File: src/rtl/mode_sequencer.sv
// Bathroom-controller mode sequencer: one-hot mode select, per-mode timed standby, panel light bus.
// Optional idle auto-stop in ACTIVE is compiled in with `define MODE_SEQ_AUTO_OFF_EN.
module mode_sequencer #(
  parameter int NUM_MODES      = 4,
  parameter int CNT_W          = 4,
  parameter int LIGHT_W        = 16,
  parameter int LAMP_BIT       = 6,
  parameter int AUTO_OFF_TICKS = 15
) (
  input  logic                       clk,
  input  logic                       rst_n,
  input  logic                       tick,
  input  logic                       enable,
  input  logic [NUM_MODES-1:0]       btn,
  input  logic                       lamp_btn,
  input  logic                       running,
  input  logic                       startor,
  input  logic [NUM_MODES*CNT_W-1:0] hold_cfg,
  output logic [NUM_MODES-1:0]       mode,
  output logic [LIGHT_W-1:0]         light,
  output logic                       normal,
  output logic [CNT_W-1:0]           remaining,
  output logic                       stop_pulse
);

  typedef enum logic [1:0] {IDLE, ACTIVE, HOLD, STOP} state_t;

  state_t               state;
  logic [NUM_MODES-1:0] btn_prev;
  logic                 lamp_prev;
  logic                 press;
  logic                 same_mode;
  logic                 lamp_evt;
  logic                 idle_expire;
  logic [CNT_W-1:0]     press_hold;

  // Only a single fresh button counts; chords and held buttons are ignored.
  assign press     = (btn != '0) && ((btn & (btn - NUM_MODES'(1))) == '0) && (btn_prev == '0);
  assign same_mode = (btn == mode);
  assign lamp_evt  = lamp_btn & ~lamp_prev;

  always_comb begin
    press_hold = '0;
    for (int i = 0; i < NUM_MODES; i++) begin
      if (btn[i]) press_hold = press_hold | hold_cfg[i*CNT_W +: CNT_W];
    end
  end

`ifdef MODE_SEQ_AUTO_OFF_EN
  localparam int IDLE_W = $clog2(AUTO_OFF_TICKS + 1);

  logic [IDLE_W-1:0] idle_cnt;

  assign idle_expire = tick && (idle_cnt == IDLE_W'(AUTO_OFF_TICKS - 1));

  always_ff @(posedge clk or negedge rst_n) begin
    if (!rst_n) begin
      idle_cnt <= '0;
    end else if (!enable || (state != ACTIVE) || press || idle_expire) begin
      idle_cnt <= '0;
    end else if (tick) begin
      idle_cnt <= idle_cnt + IDLE_W'(1);
    end
  end
`else
  assign idle_expire = 1'b0;
`endif

  always_ff @(posedge clk or negedge rst_n) begin
    if (!rst_n) begin
      state      <= IDLE;
      mode       <= '0;
      remaining  <= '0;
      normal     <= 1'b0;
      stop_pulse <= 1'b0;
      light      <= '0;
      btn_prev   <= '0;
      lamp_prev  <= 1'b0;
    end else begin
      btn_prev   <= btn;
      lamp_prev  <= lamp_btn;
      stop_pulse <= 1'b0;

      if (!enable) begin
        state     <= IDLE;
        mode      <= '0;
        remaining <= '0;
        normal    <= 1'b0;
      end else begin
        case (state)
          IDLE: begin
            if (press) begin
              state <= ACTIVE;
              mode  <= btn;
            end
          end
          ACTIVE: begin
            if (press && !same_mode) begin
              mode <= btn;
            end else if (press && (press_hold != '0)) begin
              state     <= HOLD;
              remaining <= press_hold;
              normal    <= 1'b1;
            end else if (press || idle_expire) begin
              state      <= STOP;
              mode       <= '0;
              remaining  <= '0;
              normal     <= 1'b0;
              stop_pulse <= 1'b1;
            end
          end
          HOLD: begin
            // A press in the same cycle as a tick takes precedence.
            if (press && !same_mode) begin
              state     <= ACTIVE;
              mode      <= btn;
              remaining <= '0;
              normal    <= 1'b0;
            end else if (press || (tick && (remaining == '0))) begin
              state      <= STOP;
              mode       <= '0;
              remaining  <= '0;
              normal     <= 1'b0;
              stop_pulse <= 1'b1;
            end else if (tick) begin
              remaining <= remaining - CNT_W'(1);
              normal    <= (remaining != CNT_W'(1));
            end
          end
          STOP: begin
            state <= IDLE;
          end
          default: begin
            state <= IDLE;
          end
        endcase
      end

      if (lamp_evt) begin
        light[LAMP_BIT] <= ~light[LAMP_BIT];
      end else if (running) begin
        light <= {LIGHT_W{startor}};
      end else if (!enable) begin
        light <= '0;
      end
    end
  end

endmodule

File: config.mk
export PLATFORM = sky130hd
export DESIGN_NAME = mode_sequencer
export DESIGN_NICKNAME = d
export VERILOG_FILES = /design/src/rtl/mode_sequencer.sv
export SDC_FILE = /design/constraint.sdc
export NUM_CORES = 1
export LEC_CHECK = 0
export BUFFER_PORTS_ARGS = -buffer_cell sky130_fd_sc_hd__buf_2
export CORE_MARGIN = 3
export CORE_UTILIZATION = 44
export CTS_BUF_LIST = sky130_fd_sc_hd__clkbuf_2
export CTS_CLUSTER_SIZE = 16
export DETAILED_ROUTE_END_ITERATION = 12
export GPL_TIMING_DRIVEN = 0
export PLACE_DENSITY = 0.73
export SLEW_MARGIN = 5
export SYNTH_ARGS = -nofsm -noshare
export SYNTH_HDL_FRONTEND = slang
export SYNTH_SLANG_ARGS = --single-unit
File: constraint.sdc
create_clock -name clk -period 3.9 [get_ports clk]
set_input_delay 0.78 -clock clk [delete_from_list [all_inputs] [get_ports clk]]
set_output_delay 0.78 -clock clk [all_outputs]
set_load 0.03 [all_outputs]
# Word-level counts from Yosys, hierarchy flattened
# Index checks and enable logic that the tools add are counted.
# Widths: inputs -> output; s select.
[totals] word_cells=97 regBits=33 input_bits=27 output_inout_bits=26
[op_classes] n_reduce_logical=17 eq_ne=16 mux=45 n_bitwise=8 addsub=2
[op_table] cell="$mux 4" count=17
[op_table] cell="$mux 16" count=2
[op_table] cell="$ne 4x4->1 const B" count=4
[op_table] cell="$mux 1" count=14
[op_table] cell="$mux 2" count=7
[op_table] cell="$logic_not 4->1" count=3
[op_table] cell="$or 4x4->4" count=3
[op_table] cell="$pmux 4 s3" count=1
[op_table] cell="$ne 4x1->1 const B" count=2
[op_table] cell="$pmux 2 s4" count=1
[op_table] cell="$pmux 4 s2" count=1
[op_table] cell="$reduce_and 4->1" count=2
[op_table] cell="$reduce_bool 4->1" count=2
[op_table] cell="$sub 4x1->4 const B" count=2
[op_table] cell="$ne 3x1->1 const B" count=2
[op_table] cell="$ne 3x3->1 const B" count=2
[op_table] cell="$logic_and 1x1->1" count=5
[op_table] cell="$ne 5x5->1 const B" count=1
[op_table] cell="$reduce_and 5->1" count=1
[op_table] cell="$and 4x4->4" count=1
[op_table] cell="$eq 2x2->1 const B" count=2
[op_table] cell="$eq 4x4->1" count=1
[op_table] cell="$pmux 1 s2" count=2
[op_table] cell="$not 1->1" count=3
[op_table] cell="other kinds (7)" count=7

# Depth between registers and ports, before layout
[logic_depth] ltp_word=13 mapped_depth=8 depth_no_buf=8

# Worst setup path before layout
# Ideal clock, no wire load.
[synth_timing] path_type="input port to flip-flop" from="input port btn[3]" to="register state[1]" arrival_time_ps=2272 t_required_ps=3799 stages=8 setup_ps=101 path_buffers=2 path_slack_ps=1528 cell_sequence="buf_6 or4b_1 o311ai_2 and2_4 buf_6 nor2_2 a21o_1 o32ai_1"
[synth_between] elab_chain_cells=10 word_cells_on_any_way=23 classes_between="add/sub (1); eq/ne (5); mux (6); bitwise (1); reduce/logical (10)"
[synth_lines] element="start: declaration" line_no="14" source="input logic [NUM_MODES-1:0] btn,"
[synth_lines] element="$sub 4x1->4" line_no="38" source="assign press = (btn != '0) && ((btn & (btn - NUM_MODES'(1))) == '0) && (btn_prev == '0);"
[synth_lines] element="$and 4x4->4" line_no="38"
[synth_lines] element="$logic_not 4->1" line_no="38"
[synth_lines] element="$logic_and 1x1->1 (2 in series)" line_no="38"
[synth_lines] element="$logic_and 1x1->1" line_no="100" source="end else if (press && (press_hold != '0)) begin"
[synth_lines] element="$mux 2" line_no="100"
[synth_lines] element="$mux 2" line_no="98" source="if (press && !same_mode) begin"
[synth_lines] element="$pmux 2 s4" line_no="90" source="case (state)"
[synth_lines] element="$mux 2" line_no="84" source="if (!enable) begin"
[synth_lines] element="end signal: assignment" line_no="85" source="state <= IDLE;"
[synth_lines] element="end signal: assignment" line_no="93" source="state <= ACTIVE;"
[synth_lines] element="end signal: assignment" line_no="101" source="state <= HOLD;"
[synth_lines] element="end: declaration" line_no="28" source="state_t state;"
# Parallel ways exist; a longest one is shown, timed or not. The select of a mux whose other input is x is not followed.
# A chain may end at the register's enable or synchronous reset.

# Worst setup path after layout
[layout_timing] from="input port btn[3]" to="register remaining[2]"
[layout_between] elab_chain_cells=10 word_cells_on_any_way=23 classes_between="add/sub (1); eq/ne (4); mux (7); bitwise (1); reduce/logical (10)"
[layout_lines] element="$sub 4x1->4" line_no="38"
[layout_lines] element="$and 4x4->4" line_no="38"
[layout_lines] element="$logic_not 4->1" line_no="38"
[layout_lines] element="$logic_and 1x1->1 (2 in series)" line_no="38"
[layout_lines] element="$logic_or 1x1->1 / $logic_and 1x1->1 (equally long branches)" line_no="119, 100"
[layout_lines] element="$mux 4 (on tied branches)" line_no="119, 100"
[layout_lines] element="$mux 4 (on tied branches)" line_no="114, 98"
[layout_lines] element="$pmux 4 s2" line_no="90"
[layout_lines] element="$mux 4" line_no="84"
[layout_lines] element="end signal: assignment" line_no="102" source="remaining <= press_hold;"
[layout_lines] element="end signal: assignment" line_no="126" source="remaining <= remaining - CNT_W'(1);"
[layout_lines] element="end: declaration" line_no="22" source="output logic [CNT_W-1:0] remaining,"
# Parallel ways exist; a longest one is shown, timed or not. The select of a mux whose other input is x is not followed.

==> flow_summary.yaml <==
status:
  status: "finished, final reports clean"
final_layout:
  regArea_um2: 475.5
  multi_input_area_um2: 709.4
  design_area_um2: 1727
  antenna_cells: 0
  syn_to_final_growth_pct: 23.88
  final_nets: 243
  fill_cells: 256
  drive_gt1_frac: 0.3923
  post_layout_nonfiller_instances: 251
cts:
  hold_buffers: 0
  cts_sinks: 19
  cts_setup_buffers: 0
  ctsResizeCount: 0
  clockBufferDepth: 2
  path_clk_slew_ns: 0.19
  numCtsBuffers: 3
  clock_latency_ns: 0.32
  cts_tree: "built"
  cts_root_buffer: "clkbuf_2"
  htreeDepth: 1
synthesis:
  muxShareOfSynthArea: 0.02873
  synth.distinct_cells: 44
  ys_top_cells_by_area: "dfrtp_1 (34%), buf_4 (7.5%), ha_1 (5.4%)"
  yosysTopAreaCell: "dfrtp_1"
  synth_compound_area_frac: 0.2226
  async_flop_share: 1.000
  synthesis.nets: 186
  synth.most_common_cell: "dfrtp_1"
  ys_top_cells_by_count: "dfrtp_1 (19), a21oi_1 (14), buf_4 (14), nand2_1 (14), inv_1 (9)"
  yosys_warnings: 0
  synth-xor-area-share: 0.03142
  syn_avg_cell_area_um2: 9.110
  syn_area_um2: 1394
  syn_inst: 153
  yosys.area_share.adder: 0.05386
  netlist.area_leader.share: 0.3411
  ys.flop_type: "dfrtp_1"
  synth-seq-cells: 19
  yosysSeqAreaShare: 0.3411
  synth_top_family_by_area: "compound AO/OA/AOI/OAI gates"
  synthSimpleGateAreaFrac: 0.1724
  synth_edf_count: 0
sta:
  max_freq_mhz: 418.4
  skew_ns: 0.007430
  rsz0062_at_grt: "no"
  slew_violations: 0
  setup_violations: 0
  relSlewSlack: 0.4852
  hold_viol_final: 0
  timing.final.crit_period_ns: 2.390
  tightest_slew_ns: 0.7652
  setup_ws_ns: 1.510
  setup_tns_ns: 0
  fin_crit_sh: 0.6128
route:
  drt-initial-drc-count: 57
  routed-via-count: 1346
  avgViaCountPerCell: 5.363
  antenna_left: 0
  drt-total-wl_mm: 3.506
  wl_per_cell_um: 13.97
  drc_errors: 0
  drt-pass1-iter-count: 4
die:
  die_w_um: 62.29
  die_y_um: 62.29
  core_area_um2: 2877
  rows: 19
  initial_core_util: 0.4846
  die_area_um2: 3879
  ioPinCount: 53
power_and_ir_drop:
  power_uw: 636.9
  powerDensity_nw_per_um2: 368.9
  leakage_uw: 0.0008735
  ir_worst_vdd_mv: 0.2331
worst_setup_path:
  cp-start-kind: "input pin"
  path_class: "input pin to flop"
  crit_arrival_ns: 2.67
  r2r_slack_ns: 1.76
  crit_path_max_fanout: 9
  cp.required_ns: 4.18
  critPathCaptureType: "flop"
place:
  dpl.cell_count: 247
  dpl_cell_area_um2: 1707
  dp_hpwl_mm: 2.743
  pre_cts_ws_ns: 1.166
  gp_congestion: 0.9126
  io_buffers: 52
worst_hold_path:
  min_path_type: "input pin to async pin"
global_routing:
  grt_pass1_wl_mm: 5.947
  overflow: 0
  track_usage: 0.1856
  grt_max_degree: 20
  grt_pass1_vias: 1330
  grt_antenna_before_repair: 0
job:
  drv_cap: 0
## final timing paths
path / from / to / cells after the start
max: btn[3] / remaining[2]$_DFFE_PN0P_ / 8
min: rst_n / stop_pulse$_DFF_PN0_ / 1
max reg2reg: mode[3]$_DFFE_PN0P_ / remaining[2]$_DFFE_PN0P_ / 6
min reg2reg: light[6]$_DFFE_PN0P_ / light[6]$_DFFE_PN0P_ / 1
max in group asynchronous: rst_n / lamp_prev$_DFF_PN0_ / 1
min in group clk: light[6]$_DFFE_PN0P_ / light[6]$_DFFE_PN0P_ / 1
## kinds of logic after synthesis
kind of cell / Yosys count
AOI/OAI and AO/OA: 46
xor gates and xnor gates: 5
adders and majority gates: 6
buffers and inverters: 29
DFF: 19
muxes: 4
and+or+nand+nor: 44
## routing by layer
layer,vias up,global-route usage,wire length [um]
met3,7,0.03243,140
met4,0,0.07163,59
met5,-,0,0
met2,39,0.3333,1783
li1,651,-,-
met1,649,0.2191,1522
## report_power, final
part | internal (uW) | leakage [uW] | switching (uW) | total [uW]
clock | 27.2 | 0.0000166 | 65.3 | 92.4
combinational | 119 | 0.000611 | 179 | 298
sequential | 221 | 0.000246 | 25.6 | 247
## cell type report
type | instances | area share
multi-input cells | 105 | 0.4109
flip-flops and latches | 19 | 0.2754
repair buffers | 52 | 0.1507
plain buffers | 20 | 0.1014
well taps | 42 | 0.03043
inverters | 9 | 0.01957
clock buffers | 4 | 0.01159
## flip-flops by register name, indices dropped and copies added (netlist names)
signal,flops
btn_prev,4
lamp_prev,1
light,2
mode,4
normal,1
remaining,4
state,2
stop_pulse,1
## stage by stage
step,hold WS (ns),util
2_1_floorplan,0.4844,-
3_3_place_gp,0.4538,0.5933
3_5_place_dp,0.4611,0.5933
4_1_cts,0.3585,0.6003
5_1_grt,0.3538,0.6003
6_report,0.3515,0.6003
## layout by cell type (no fill, tap or decap), types with 5 or more instances in the layout
cell type,n
dfrtp_1,19
buf_6,5
nor2_1,8
ha_1,6
buf_2,52
a22oi_1,8
nand2_1,14
inv_1,9
o21ai_0,5
buf_4,14
a21oi_1,14
## critical path, cell delays in order
cell and delay [ns]:
buf_2 0.11, buf_6 0.13, xor2_1 0.15, nor4_1 0.60
nand4_1 0.27, o21ai_2 0.22, a21boi_0 0.27, o21a_1 0.13
Power figures use the tool's default switching activity.
